`config.mk`:
```
export PLATFORM = sky130hd
export DESIGN_NAME = uart_byte_receiver
export DESIGN_NICKNAME = d
export VERILOG_FILES = /design/src/rtl/uart_pkg.sv /design/src/rtl/sync_2ff.sv /design/src/rtl/uart_byte_receiver.sv
export SDC_FILE = /design/constraint.sdc
export NUM_CORES = 1
export LEC_CHECK = 0
export CELL_PAD_IN_SITES_DETAIL_PLACEMENT = 2
export CELL_PAD_IN_SITES_GLOBAL_PLACEMENT = 2
export CORE_UTILIZATION = 30
export CTS_BUF_LIST = sky130_fd_sc_hd__clkbuf_8 sky130_fd_sc_hd__clkbuf_16
export DETAILED_ROUTE_END_ITERATION = 10
export PLACE_DENSITY_LB_ADDON = 0.1
export SLEW_MARGIN = 5
export SYNTH_ARGS = -nofsm -noshare
export SYNTH_HDL_FRONTEND = slang
export SYNTH_SLANG_ARGS = --single-unit
```
`constraint.sdc`:
```
create_clock -name clk -period 2.2 [get_ports clk]
set_input_delay 0.44 -clock clk [delete_from_list [all_inputs] [get_ports clk]]
set_output_delay 0.44 -clock clk [all_outputs]
set_load 0.02 [all_outputs]
```
`src/rtl/uart_pkg.sv`:
```
// Shared UART receive constants and FSM encodings.
// Imported by the receiver and any future UART blocks.
package uart_pkg;

  localparam int CLKS_PER_BIT_DEF = 434;
  localparam int PAYLOAD_BITS_DEF = 8;

  localparam logic [2:0] ST_IDLE      = 3'd0;
  localparam logic [2:0] ST_START     = 3'd1;
  localparam logic [2:0] ST_DATA      = 3'd2;
  localparam logic [2:0] ST_STOP      = 3'd3;
  localparam logic [2:0] ST_WAIT_HIGH = 3'd4;

  function automatic int half_bit(input int cpb);
    return cpb / 2;
  endfunction

endpackage

```
`src/rtl/sync_2ff.sv`:
```
// Two-flop synchronizer for asynchronous inputs.
// Reset value is a parameter so idle-high lines stay quiet.
module sync_2ff #(
  parameter int W = 1,
  parameter logic [W-1:0] RST_VAL = '1
) (
  input  logic         clk,
  input  logic         rst,
  input  logic [W-1:0] d,
  output logic [W-1:0] q
);

  logic [W-1:0] meta;

  always_ff @(posedge clk) begin
    if (rst) begin
      meta <= RST_VAL;
      q    <= RST_VAL;
    end else begin
      meta <= d;
      q    <= meta;
    end
  end

endmodule

```
`src/rtl/uart_byte_receiver.sv`:
```
// 8N1 UART byte receiver, mid-bit sampling.
// Registered valid / frame-error pulses and a sticky have-byte flag.
module uart_byte_receiver
  import uart_pkg::*;
#(
  parameter int CLKS_PER_BIT = CLKS_PER_BIT_DEF,
  parameter int PAYLOAD_BITS = PAYLOAD_BITS_DEF
) (
  input  logic                    clk,
  input  logic                    rst,
  input  logic                    uart_rxd,
  output logic [PAYLOAD_BITS-1:0] uart_rx_data,
  output logic                    uart_rx_valid,
  output logic                    uart_rx_frame_err,
  output logic                    rx_have_byte
);

  localparam int CW = $clog2(CLKS_PER_BIT);
  localparam int BW =
    (PAYLOAD_BITS > 1) ? $clog2(PAYLOAD_BITS) : 1;

  localparam logic [CW-1:0] HALF_END =
    CW'(half_bit(CLKS_PER_BIT) - 1);
  localparam logic [CW-1:0] BIT_END =
    CW'(CLKS_PER_BIT - 1);
  localparam logic [BW-1:0] LAST_BIT =
    BW'(PAYLOAD_BITS - 1);

  logic                    rxd_s;
  logic [2:0]              state;
  logic [CW-1:0]           cyc_cnt;
  logic [BW-1:0]           bit_cnt;
  logic [PAYLOAD_BITS-1:0] shreg;
  logic                    half_tick;
  logic                    bit_tick;

  sync_2ff #(
    .W       (1),
    .RST_VAL (1'b1)
  ) u_sync (
    .clk (clk),
    .rst (rst),
    .d   (uart_rxd),
    .q   (rxd_s)
  );

  assign half_tick = (cyc_cnt == HALF_END);
  assign bit_tick  = (cyc_cnt == BIT_END);

  always_ff @(posedge clk) begin
    if (rst) begin
      state             <= ST_IDLE;
      cyc_cnt           <= '0;
      bit_cnt           <= '0;
      shreg             <= '0;
      uart_rx_data      <= '0;
      uart_rx_valid     <= 1'b0;
      uart_rx_frame_err <= 1'b0;
      rx_have_byte      <= 1'b0;
    end else begin
      uart_rx_valid     <= 1'b0;
      uart_rx_frame_err <= 1'b0;
      unique case (state)
        ST_IDLE: begin
          cyc_cnt <= '0;
          bit_cnt <= '0;
          if (!rxd_s)
            state <= ST_START;
        end
        ST_START: begin
          if (half_tick) begin
            cyc_cnt <= '0;
            state   <= rxd_s ? ST_IDLE : ST_DATA;
          end else begin
            cyc_cnt <= cyc_cnt + CW'(1);
          end
        end
        ST_DATA: begin
          if (bit_tick) begin
            cyc_cnt <= '0;
            // LSB arrives first, so shift right.
            shreg   <= {rxd_s, shreg[PAYLOAD_BITS-1:1]};
            bit_cnt <= bit_cnt + BW'(1);
            if (bit_cnt == LAST_BIT)
              state <= ST_STOP;
          end else begin
            cyc_cnt <= cyc_cnt + CW'(1);
          end
        end
        ST_STOP: begin
          if (bit_tick) begin
            cyc_cnt <= '0;
            if (rxd_s) begin
              uart_rx_data  <= shreg;
              uart_rx_valid <= 1'b1;
              rx_have_byte  <= 1'b1;
              state         <= ST_IDLE;
            end else begin
              uart_rx_frame_err <= 1'b1;
              state             <= ST_WAIT_HIGH;
            end
          end else begin
            cyc_cnt <= cyc_cnt + CW'(1);
          end
        end
        ST_WAIT_HIGH: begin
          // A break keeps us here: one error per low period.
          if (rxd_s)
            state <= ST_IDLE;
        end
        default: state <= ST_IDLE;
      endcase
    end
  end

endmodule
```
==> results of run 1 <==
[how the worst max path moves through the flow]
stage	endpoint	slack, ns	cells past startpoint	from
4_1_cts	cyc_cnt[5]	0.32	7	cyc_cnt[1]
2_1_floorplan	shreg[7]	0.65	6	cyc_cnt[0]
5_1_grt	cyc_cnt[5]	0.20	7	cyc_cnt[1]
3_3_place_gp	cyc_cnt[5]	0.52	7	cyc_cnt[1]
3_5_place_dp	cyc_cnt[5]	0.38	7	cyc_cnt[1]
6_report	cyc_cnt[5]	0.33	7	cyc_cnt[1]
[state kept, by name, summed over array words and instances (netlist names)]
register and count:
cyc_cnt 9, shreg 8, uart_rx_data 8, bit_cnt 3, state 3, rx_have_byte 1, u_sync.meta 1, u_sync.q 1
uart_rx_frame_err 1, uart_rx_valid 1
[kinds of logic after synthesis]
logic type,count (synthesis)
muxes,9
buffers and inverters,22
xor gates and xnor gates,1
DFF,36
AOI/OAI and AO/OA,46
adders and majority gates,5
and+or+nand+nor,84
[through the flow]
| stage | std cells | hold WS (ns) | worst slack, ns | util [%] |
|---|---|---|---|---|
| after floorplan | 203 | 0.389 | 0.647 | - |
| after global placement | 280 | 0.406 | 0.516 | 35.1 |
| after detailed placement | 280 | 0.413 | 0.382 | 35.1 |
| after CTS | 288 | 0.448 | 0.316 | 37.1 |
| after global routing | 288 | 0.454 | 0.196 | 37.1 |
| final | 288 | 0.438 | 0.334 | 37.1 |
[per-layer routing]
layer | up-vias | track usage, % | wire length (um)
li1 | 749 | - | -
met1 | 779 | 24.0 | 2410
met2 | 20 | 28.6 | 2250
met3 | 5 | 4.19 | 125
met4 | 0 | 5.56 | 58
met5 | - | 0 | 0
[cells in the mapped netlist (2+ instances only)]
cell and n:
inv_1 5, buf_6 2, o211ai_1 5, nor3_1 7
nor4b_1 2, nand2_1 23, and2_1 3, nand3_1 11
and4b_1 2, nor4_1 5, a21oi_1 19, nand4bb_1 2
a31oi_1 2, buf_2 2, clkbuf_1 11, ha_1 5
mux2i_1 9, nand4b_1 2, o21ai_0 4, buf_4 2
or3b_1 2, o22ai_1 5, nor2_1 14, or2_2 3
a21boi_0 2, dfxtp_1 36
[layout make-up]
type,instances,area share (%)
multi-input cells,145,45.0
flip-flops and latches,36,34.8
repair buffers,22,9.55
well taps,72,4.35
clock buffers,5,3.33
clock inverters,3,2.06
inverters,5,0.907
[power by group]
part	switching, uW	internal, uW
sequential	27.0	663
combinational	83.8	58.1
clock	267	336
total	378	1060
==> summary.txt, run 1 <==
Clock network
  • CTS Buffer Depth: 2
  • Clock root buffer: clkbuf_8
  • TritonCTS clock tree: built
  • CTS buffer count: 5
  • Setup bufs post-CTS: 0
  • Clk sink count: 36
  • Clk pin slew, worst setup/hold paths: 0.08 ns
  • Post-CTS Hold Buffers: 0
  • CTS H-tree depth: 2
  • Latest clock arrival within the worst-skew pair: approximately 0.30 ns
  • Post-cts repair resize count: 0

Detailed routing
  • Drt initial violations: 76
  • First-pass DRT Iterations: 4
  • Routed vias: between 1500 and 2000
  • Vias per cell: 5.39
  • # DRC: 0
  • Post-DR wirelength/cell: about 17 um
  • Final WL: approximately 4.8 mm
  • Antenna Nets Post-Route: 0

Layout
  • Area growth from synthesis to layout: 17.6%
  • N_diodes: 0
  • FF/Latch Area: a little over 700 um2
  • Commonest cells after routing, fill and taps aside: dfxtp_1 (36), nand2_1 (23), a21oi_1 (19)
  • Final Instance Area: 2070 um2
  • Nets@finish: 223
  • Commonest non-fill, non-tap cell in the layout: dfxtp_1
  • Area of the multi-input gates: approximately 930 um2
  • Layout cells sized above 1: between 10% and 20%
  • Fillers: approximately 630

Global routing
  • Vias in the first global route: 1654
  • Global Route Usage Sum: a little under a fifth
  • Initial antenna violation count: 0
  • Largest net degree at the start of global routing: 18
  • Overflow after GRT: 0
  • Global-route wire length before repair: between 8 and 9 mm

Logic synthesis
  • Area contributors post-synth: dfxtp_1 (41%), a21oi_1 (5.4%), mux2i_1 (5.1%), nand2_1 (4.9%), ha_1 (3.6%)
  • Post-synth EDFFs: 0
  • Synth Area in Adders: about 3.6%
  • Synth top area share: 41.0%
  • Post-synthesis mux area share: under 10%
  • Syn_area_per_cell: 8.67 um2
  • Cell taking the most area after synthesis: dfxtp_1
  • XOR/XNOR share of the synthesized area: 0.498%
  • Synth Area in Simple Gates: 27.5%
  • #FFs+latches synth: 36
  • Most used DFF post-synth: dfxtp_1
  • Sequential area share after synthesis: between 40% and 50%
  • Synth async-reset ratio: 0%
  • Yosys warns: 0
  • Post-synthesis compound-gate area fraction: 16.2%
  • Mapped Area: 1760 um2
  • Mapped Nets: around 210
  • Distinct cells, synth: 44
  • Largest family of logic cells by synthesized area: simple AND/OR/NAND/NOR gates
  • Mapped Cells: about 200

Worst setup path
  • WS Path Type: register to register
  • R2R Setup Slk: around 0.33 ns
  • CP cell instances: inv_1, ha_1, and4b_1, a21boi_1, buf_4, o221ai_1, a31oi_1
  • Max Fanout on Critical Path: 11
  • CP startpoint kind: register
  • R2R cell count: 7
  • CP endpoint kind: register
  • Critical R2R Launch: cyc_cnt[1]
  • CP max-delay cell: dfxtp_1
  • Worst Path Buf+Inv: 2
  • CP delay by family, top: compound AO/OA/AOI/OAI gates
  • Critical path arrival: roughly 2.1 ns
  • Data required time of the worst path: between 2 and 2.5 ns
  • Max incr delay on CP: approximately 0.40 ns
  • FF-to-FF End: cyc_cnt[5]

Hold path
  • Worst hold path class: register to register
  • Hold Path End: u_sync.q
  • HP Start: u_sync.meta
  • Hold Path Stages: 1

Placed design
  • Port bufs: 13
  • Routability cong.: 0.711
  • Post-DP HPWL: roughly 3.5 mm
  • Area post-placement: about 2000 um2

Timing
  • Max_slew headroom: 74.0%
  • Maximum clock frequency: between 500 and 600 MHz
  • Least-Margin Pin Slew: between 0.3 and 0.4 ns
  • RSZ-0062 raised after global routing: no
  • Final hold violation count: 0
  • Tcrit/Tclk final: 84.8%
  • Slew Limit Fails: 0
  • Post-route setup TNS: 0 ns
  • Final Setup Violations: 0
  • Final min period: approximately 1.9 ns
  • Clock skew: about 0.0059 ns

Floorplanning
  • Die area: around 6200 um2
  • CORE AREA: 5570 um2
  • Die Span X: ~80 um
  • Std cell rows: 27
  • Die Ht: 78.6 um
  • Top Ports: 14
  • Initial core utilization: 31.6%

Outcome
  • Run status: complete, no violations

Power
  • PD cells: approximately 690 nW/um2
  • Leak: approximately 0.0007 uW
  • Maximum vdd drop: ~0.22 mV
  • Pwr Total: ~1400 uW

Flow run
  • Max_cap viols: 0
(Power assumes the default switching activity.)
==> run 2: changes to the inputs <==
==> constraint.sdc (replaced) <==
create_clock -name clk -period 1.85 [get_ports clk]
set_input_delay 0.37 -clock clk [delete_from_list [all_inputs] [get_ports clk]]
set_output_delay 0.37 -clock clk [all_outputs]
set_load 0.02 [all_outputs]
==> run 2 against run 1 <==
Against the previous run: critical path depth decreased by 1; sequential cell count unchanged; total power increased by 19%; first-iteration DRC count decreased by 51%; clock skew increased by 0.0015 ns; clock power increased by 14%; sequential power increased by 17%; combinational power increased by 48%; non-clock buffer count increased by 3; worst hold slack about the same; via count increased by 2.4%; critical endpoint unchanged; largest cell class unchanged; largest power group unchanged; highest routed layer unchanged.
==> summary.txt, run 2 (synthesis results as in run 1) <==
Layout
  • Fillers: 635 (+1.4%)
  • Commonest non-fill, non-tap cell in the layout: dfxtp_1
  • Final Instance Area: 2140 um2 (+3.5%)
  • Core Util, Final: 38.4% (+1.3 points)
  • Layout cells sized above 1: 14.5% (+3.4 points)
  • Commonest cells after routing, fill and taps aside: dfxtp_1 (36), nand2_1 (23), a21oi_1 (19)
  • Biggest regs: cyc_cnt: 9 flops, shreg: 8 flops, uart_rx_data: 8 flops
  • Nets@finish: 227 (+1.8%)
  • Reg with most FFs: cyc_cnt
  • N_diodes: 0 (unchanged)
  • Area growth from synthesis to layout: 21.8%
  • Max FFs per register: 9 (unchanged)

Worst setup path
  • CP endpoint kind: register
  • WS Path Type: register to register
  • Critical path arrival: 1.91 ns (-0.17 ns)
  • CP startpoint kind: register
  • Data required time of the worst path: 2.03 ns (-0.39 ns)
  • Max Fanout on Critical Path: 11 (unchanged)

Power
  • Pwr Total: 1700 uW (+19%)
  • Leak: 0.000734 uW (+4.5%)
  • PD cells: 796 nW/um2 (+15%)
  • Maximum vdd drop: 0.285 mV (+27%)

Floorplanning
  • Die Span X: 78.6 um (unchanged)
  • CORE AREA: 5570 um2 (unchanged)
  • Die area: 6170 um2 (unchanged)
  • Top Ports: 14 (unchanged)
  • Std cell rows: 27 (unchanged)
  • Initial core utilization: 31.6% (unchanged)
  • Die Ht: 78.6 um (unchanged)

Global routing
  • Global Route Usage Sum: 18.3% (+0.29 points)
  • Initial antenna violation count: 0 (unchanged)
  • Global-route wire length before repair: 8.59 mm (+1.4%)
  • Largest net degree at the start of global routing: 24 (+6)
  • Overflow after GRT: 0 (unchanged)
  • Vias in the first global route: 1692 (+2.3%)

Clock network
  • Latest clock arrival within the worst-skew pair: 0.29 ns (about the same)
  • Setup bufs post-CTS: 0 (unchanged)
  • Clock root buffer: clkbuf_8
  • Clk pin slew, worst setup/hold paths: 0.08 ns (about the same)
  • CTS H-tree depth: 2 (unchanged)
  • Clk sink count: 36 (unchanged)
  • CTS Buffer Depth: 2 (unchanged)
  • CTS buffer count: 5 (unchanged)
  • TritonCTS clock tree: built
  • Post-CTS Hold Buffers: 0 (unchanged)

Hold path
  • Worst hold path class: register to register

Detailed routing
  • Final WL: 5.31 mm (+9.7%)
  • # DRC: 0 (unchanged)
  • Routed vias: 1591 (+2.4%)
  • First-pass DRT Iterations: 4 (unchanged)
  • Drt initial violations: 37 (-51%)
  • Antenna Nets Post-Route: 0 (unchanged)
  • Post-DR wirelength/cell: 18.2 um (+8.2%)
  • Vias per cell: 5.45 (+1.0%)

Placed design
  • Place WS: -0.0468 ns (-0.428 ns)
  • Area post-placement: 1990 um2 (+1.8%)
  • Port bufs: 13 (unchanged)
  • Routability cong.: 0.799 (+12%)
  • Post-DP HPWL: 3.76 mm (+7.9%)

Timing
  • Tcrit/Tclk final: 93.6% (+8.8 points)
  • Maximum clock frequency: 578 MHz (+7.8%)
  • Final min period: 1.73 ns (-0.135 ns)
  • Final worst slack: 0.119 ns (-0.215 ns)
  • Final hold violation count: 0 (unchanged)
  • Clock skew: 0.00742 ns (+0.00149 ns)
  • Final Setup Violations: 0 (unchanged)
  • Slew Limit Fails: 0 (unchanged)
  • Max_slew headroom: 72.2% (-1.8 points)
  • Hold Slack: 0.438 ns (-0.000269 ns)
  • Least-Margin Pin Slew: 0.416 ns (+0.0311 ns)

Outcome
  • Run status: complete, no violations

Flow run
  • Max_cap viols: 0 (unchanged)
run 2: report_power, final:
| part | internal (uW) | switching [uW] |
|---|---|---|
| clock network | 395 | 296 |
| logic | 82.5 | 128 |
| registers | 789 | 14.5 |
run 2: path summary, 6_finish.rpt:
check                    from         end  slack, ns  cells past startpoint
hold reg to reg   u_sync.meta    u_sync.q       0.44                      1
setup reg to reg   cyc_cnt[0]  cyc_cnt[5]       0.12                      6
hold / removal    u_sync.meta    u_sync.q       0.44                      1
setup / recovery   cyc_cnt[0]  cyc_cnt[5]       0.12                      6
run 2: final cells by class:
class                      count  area, um2  share of cell area, %
multi-input combinational    146        972                   45.4
timing repair buffer          25        233                   10.9
clock buffer                   5       68.8                   3.21
tap                           72       90.1                   4.21
clock inverter                 3       38.8                   1.81
inverter                       5       18.8                  0.876
sequential                    36        721                   33.6
run 2: routing by layer:
metal,vias up,part of all wire (%),wire length [um],global-route usage [%]
li1,762,-,-,-
met1,800,44,2310,21.3
met2,21,53,2830,33.4
met4,0,1.0,53,4.44
met5,-,0,0,0
met3,8,2.3,121,4.30
run 2: per-stage QoR:
step | setup TNS [ns] | instances
6_report | 0 | 292
2_1_floorplan | 0 | 203
4_1_cts | 0 | 291
3_3_place_gp | 0 | 283
5_1_grt | -0.00381 | 292
3_5_place_dp | -0.0468 | 283
run 2: what timing repair did:
| item | CTS | global route |
|---|---|---|
| pin swaps | 1 | 1 |
| gates cloned | 0 | 1 |
| endpoints found under the setup margin | 2 | 12 |
| gates resized for setup | 3 | 4 |
run 2: worst max-delay path, cell delays in order, from the launching register on:
cell and delay, ns:
dfxtp_1 0.44, ha_2 0.26, and4b_2 0.32, a21boi_2 0.10
buf_4 0.19, o221ai_1 0.20, a31oi_1 0.11
==> run 3: changes to the inputs <==
--- a/config.mk
+++ b/config.mk
@@ -11,7 +11,8 @@
 export CTS_BUF_LIST = sky130_fd_sc_hd__clkbuf_8 sky130_fd_sc_hd__clkbuf_16
 export DETAILED_ROUTE_END_ITERATION = 10
 export PLACE_DENSITY_LB_ADDON = 0.1
-export SLEW_MARGIN = 5
+export REMOVE_ABC_BUFFERS = 1
+export SLEW_MARGIN = 40
 export SYNTH_ARGS = -nofsm -noshare
 export SYNTH_HDL_FRONTEND = slang
 export SYNTH_SLANG_ARGS = --single-unit
==> run 3 against run 2 <==
Against the previous run: clock skew down 0.00084 ns; critical path depth rose by 1; via count grew 0.19%; cell count increased by 0.68%; critical endpoint unchanged; highest routed layer unchanged.
==> summary.txt, run 3 (synthesis results as in run 1) <==
Worst setup path
  • Data required time of the worst path: 2.06 ns (+0.03 ns)
  • CP cell instances: inv_1, ha_1, nor4bb_2, a21oi_2, buf_4, o221ai_1, a31oi_1
  • Max incr delay on CP: 0.39 ns (-0.05 ns)
  • Critical path arrival: 1.97 ns (+0.06 ns)
  • WS Path Type: register to register
  • CP startpoint: cyc_cnt[0]
  • FF-to-FF End: cyc_cnt[5]
  • CP startpoint kind: register
  • CP max-delay cell: dfxtp_2
  • CP endpoint kind: register
  • Critical R2R Launch: cyc_cnt[0]
  • R2R Setup Slk: 0.09 ns (-0.03 ns)
  • R2R cell count: 7 (+1)
  • Max Fanout on Critical Path: 11 (unchanged)
  • CP endpoint: cyc_cnt[5]

Global routing
  • Global-route wire length before repair: 8.77 mm (+2.1%)
  • Initial antenna violation count: 0 (unchanged)
  • Largest net degree at the start of global routing: 14 (-42%)
  • Vias in the first global route: 1705 (+0.77%)
  • Overflow after GRT: 0 (unchanged)
  • Global Route Usage Sum: 18.6% (+0.32 points)

Timing
  • Final worst slack: 0.0900 ns (-0.0287 ns)
  • Post-route setup TNS: 0 ns (unchanged)
  • Tcrit/Tclk final: 95.1% (+1.6 points)
  • Max_slew headroom: 74.2% (+2.0 points)
  • Final hold violation count: 0 (unchanged)
  • Slew Limit Fails: 0 (unchanged)
  • Final min period: 1.76 ns (+0.0287 ns)
  • Final Setup Violations: 0 (unchanged)
  • Clock skew: 0.00658 ns (-0.000841 ns)
  • Maximum clock frequency: 568 MHz (-1.6%)
  • Least-Margin Pin Slew: 0.387 ns (-0.0295 ns)
  • Hold Slack: 0.413 ns (-0.0247 ns)

Layout
  • Layout cells sized above 1: 15.8% (+1.2 points)
  • Commonest non-fill, non-tap cell in the layout: dfxtp_1
  • Finished Layout Cells: 294 (+0.68%)
  • Biggest regs: cyc_cnt: 9 flops, shreg: 8 flops, uart_rx_data: 8 flops
  • Commonest cells after routing, fill and taps aside: dfxtp_1 (34), nand2_1 (23), a21oi_1 (19)
  • Max FFs per register: 9 (unchanged)
  • Area growth from synthesis to layout: 21.3%
  • Reg with most FFs: cyc_cnt
  • Final Instance Area: 2130 um2 (-0.35%)
  • N_diodes: 0 (unchanged)
  • Nets@finish: 229 (+0.88%)

Placed design
  • Place WS: 0.0282 ns (+0.0749 ns)
  • Cell Count Post-Placement: 285 (+0.71%)
  • Routability cong.: 0.773 (-3.3%)
  • Area post-placement: 2000 um2 (+0.38%)
  • Post-DP HPWL: 3.81 mm (+1.2%)
  • Port bufs: 13 (unchanged)

Clock network
  • Setup bufs post-CTS: 0 (unchanged)
  • CTS H-tree depth: 2 (unchanged)
  • CTS buffer count: 5 (unchanged)
  • Clock root buffer: clkbuf_8
  • TritonCTS clock tree: built
  • Clk sink count: 36 (unchanged)
  • Clk pin slew, worst setup/hold paths: 0.08 ns (about the same)
  • Latest clock arrival within the worst-skew pair: 0.29 ns (about the same)
  • CTS Buffer Depth: 2 (unchanged)

Outcome
  • Run status: complete, no violations

Detailed routing
  • Post-DR wirelength/cell: 17.7 um (-2.8%)
  • Final WL: 5.20 mm (-2.1%)
  • Antenna Nets Post-Route: 0 (unchanged)
  • First-pass DRT Iterations: 4 (unchanged)
  • Vias per cell: 5.42 (-0.49%)
  • # DRC: 0 (unchanged)
  • Routed vias: 1594 (+0.19%)
  • Drt initial violations: 39 (+5.4%)

Hold path
  • Worst hold path class: register to register
  • HP Start: u_sync.meta

Floorplanning
  • Die Ht: 78.6 um (unchanged)
  • Initial core utilization: 31.6% (unchanged)
  • Top Ports: 14 (unchanged)
  • Std cell rows: 27 (unchanged)
  • Die Span X: 78.6 um (unchanged)
  • CORE AREA: 5570 um2 (unchanged)
  • Die area: 6170 um2 (unchanged)

Flow run
  • Max_cap viols: 0 (unchanged)

Power
  • Leak: 0.000740 uW (+0.73%)
  • PD cells: 801 nW/um2 (+0.66%)
  • Maximum vdd drop: 0.324 mV (+14%)
-- run 3: power breakdown --
part	switching (uW)	total, uW	leakage [uW]	internal, uW
Sequential	14.8	805	0.000292	790
Combinational	123	206	0.000389	82.7
Clock	304	699	0.0000593	395
-- run 3: layer usage --
layer / up-vias / track usage [%] / part of all wire [%]
met4: 0 / 5.56 / 1.1
met5: - / 0 / 0
met2: 19 / 34.0 / 53
met1: 802 / 21.8 / 44
li1: 767 / - / -
met3: 6 / 3.49 / 2.0
-- run 3: per-stage QoR --
| stage | total power (uW) | util [%] |
|---|---|---|
| final | 1710 | 38.3 |
| after global routing | 1780 | 38.3 |
| after CTS | 1720 | 37.8 |
| after detailed placement | 1020 | 35.9 |
| after global placement | 1000 | 35.9 |
| after floorplan | 922 | - |
-- run 3: worst min path at each step --
stage                          end  depth (start not counted)
after floorplan           u_sync.q                          1
after global placement    u_sync.q                          1
after detailed placement  u_sync.q                          1
after CTS                 u_sync.q                          1
after global routing      u_sync.q                          1
final                     u_sync.q                          1
-- run 3: layout make-up --
cell class                 instances  area [um2]
clock inverter                     3        38.8
fill                             642        3440
inverter                           5        18.8
tap                               72        90.1
clock buffer                       5        68.8
timing repair buffer              28         246
sequential                        36         723
multi-input combinational        145         948
-- run 3: worst max-delay path, delay by kind of cell (launching register included) --
kind	cells	cell delay, ns
AOI/OAI and AO/OA	3	0.61
buffers and inverters	2	0.31
and+or+nand+nor	1	0.17
DFF	1	0.39
adders and majority gates	1	0.20
-- run 3: repair_timing --
item / in CTS / in global routing
endpoints found under the hold margin: 0 / 0
resized for setup: 0 / 5
hold buffers: 0 / 0
endpoints found under the setup margin: 0 / 13
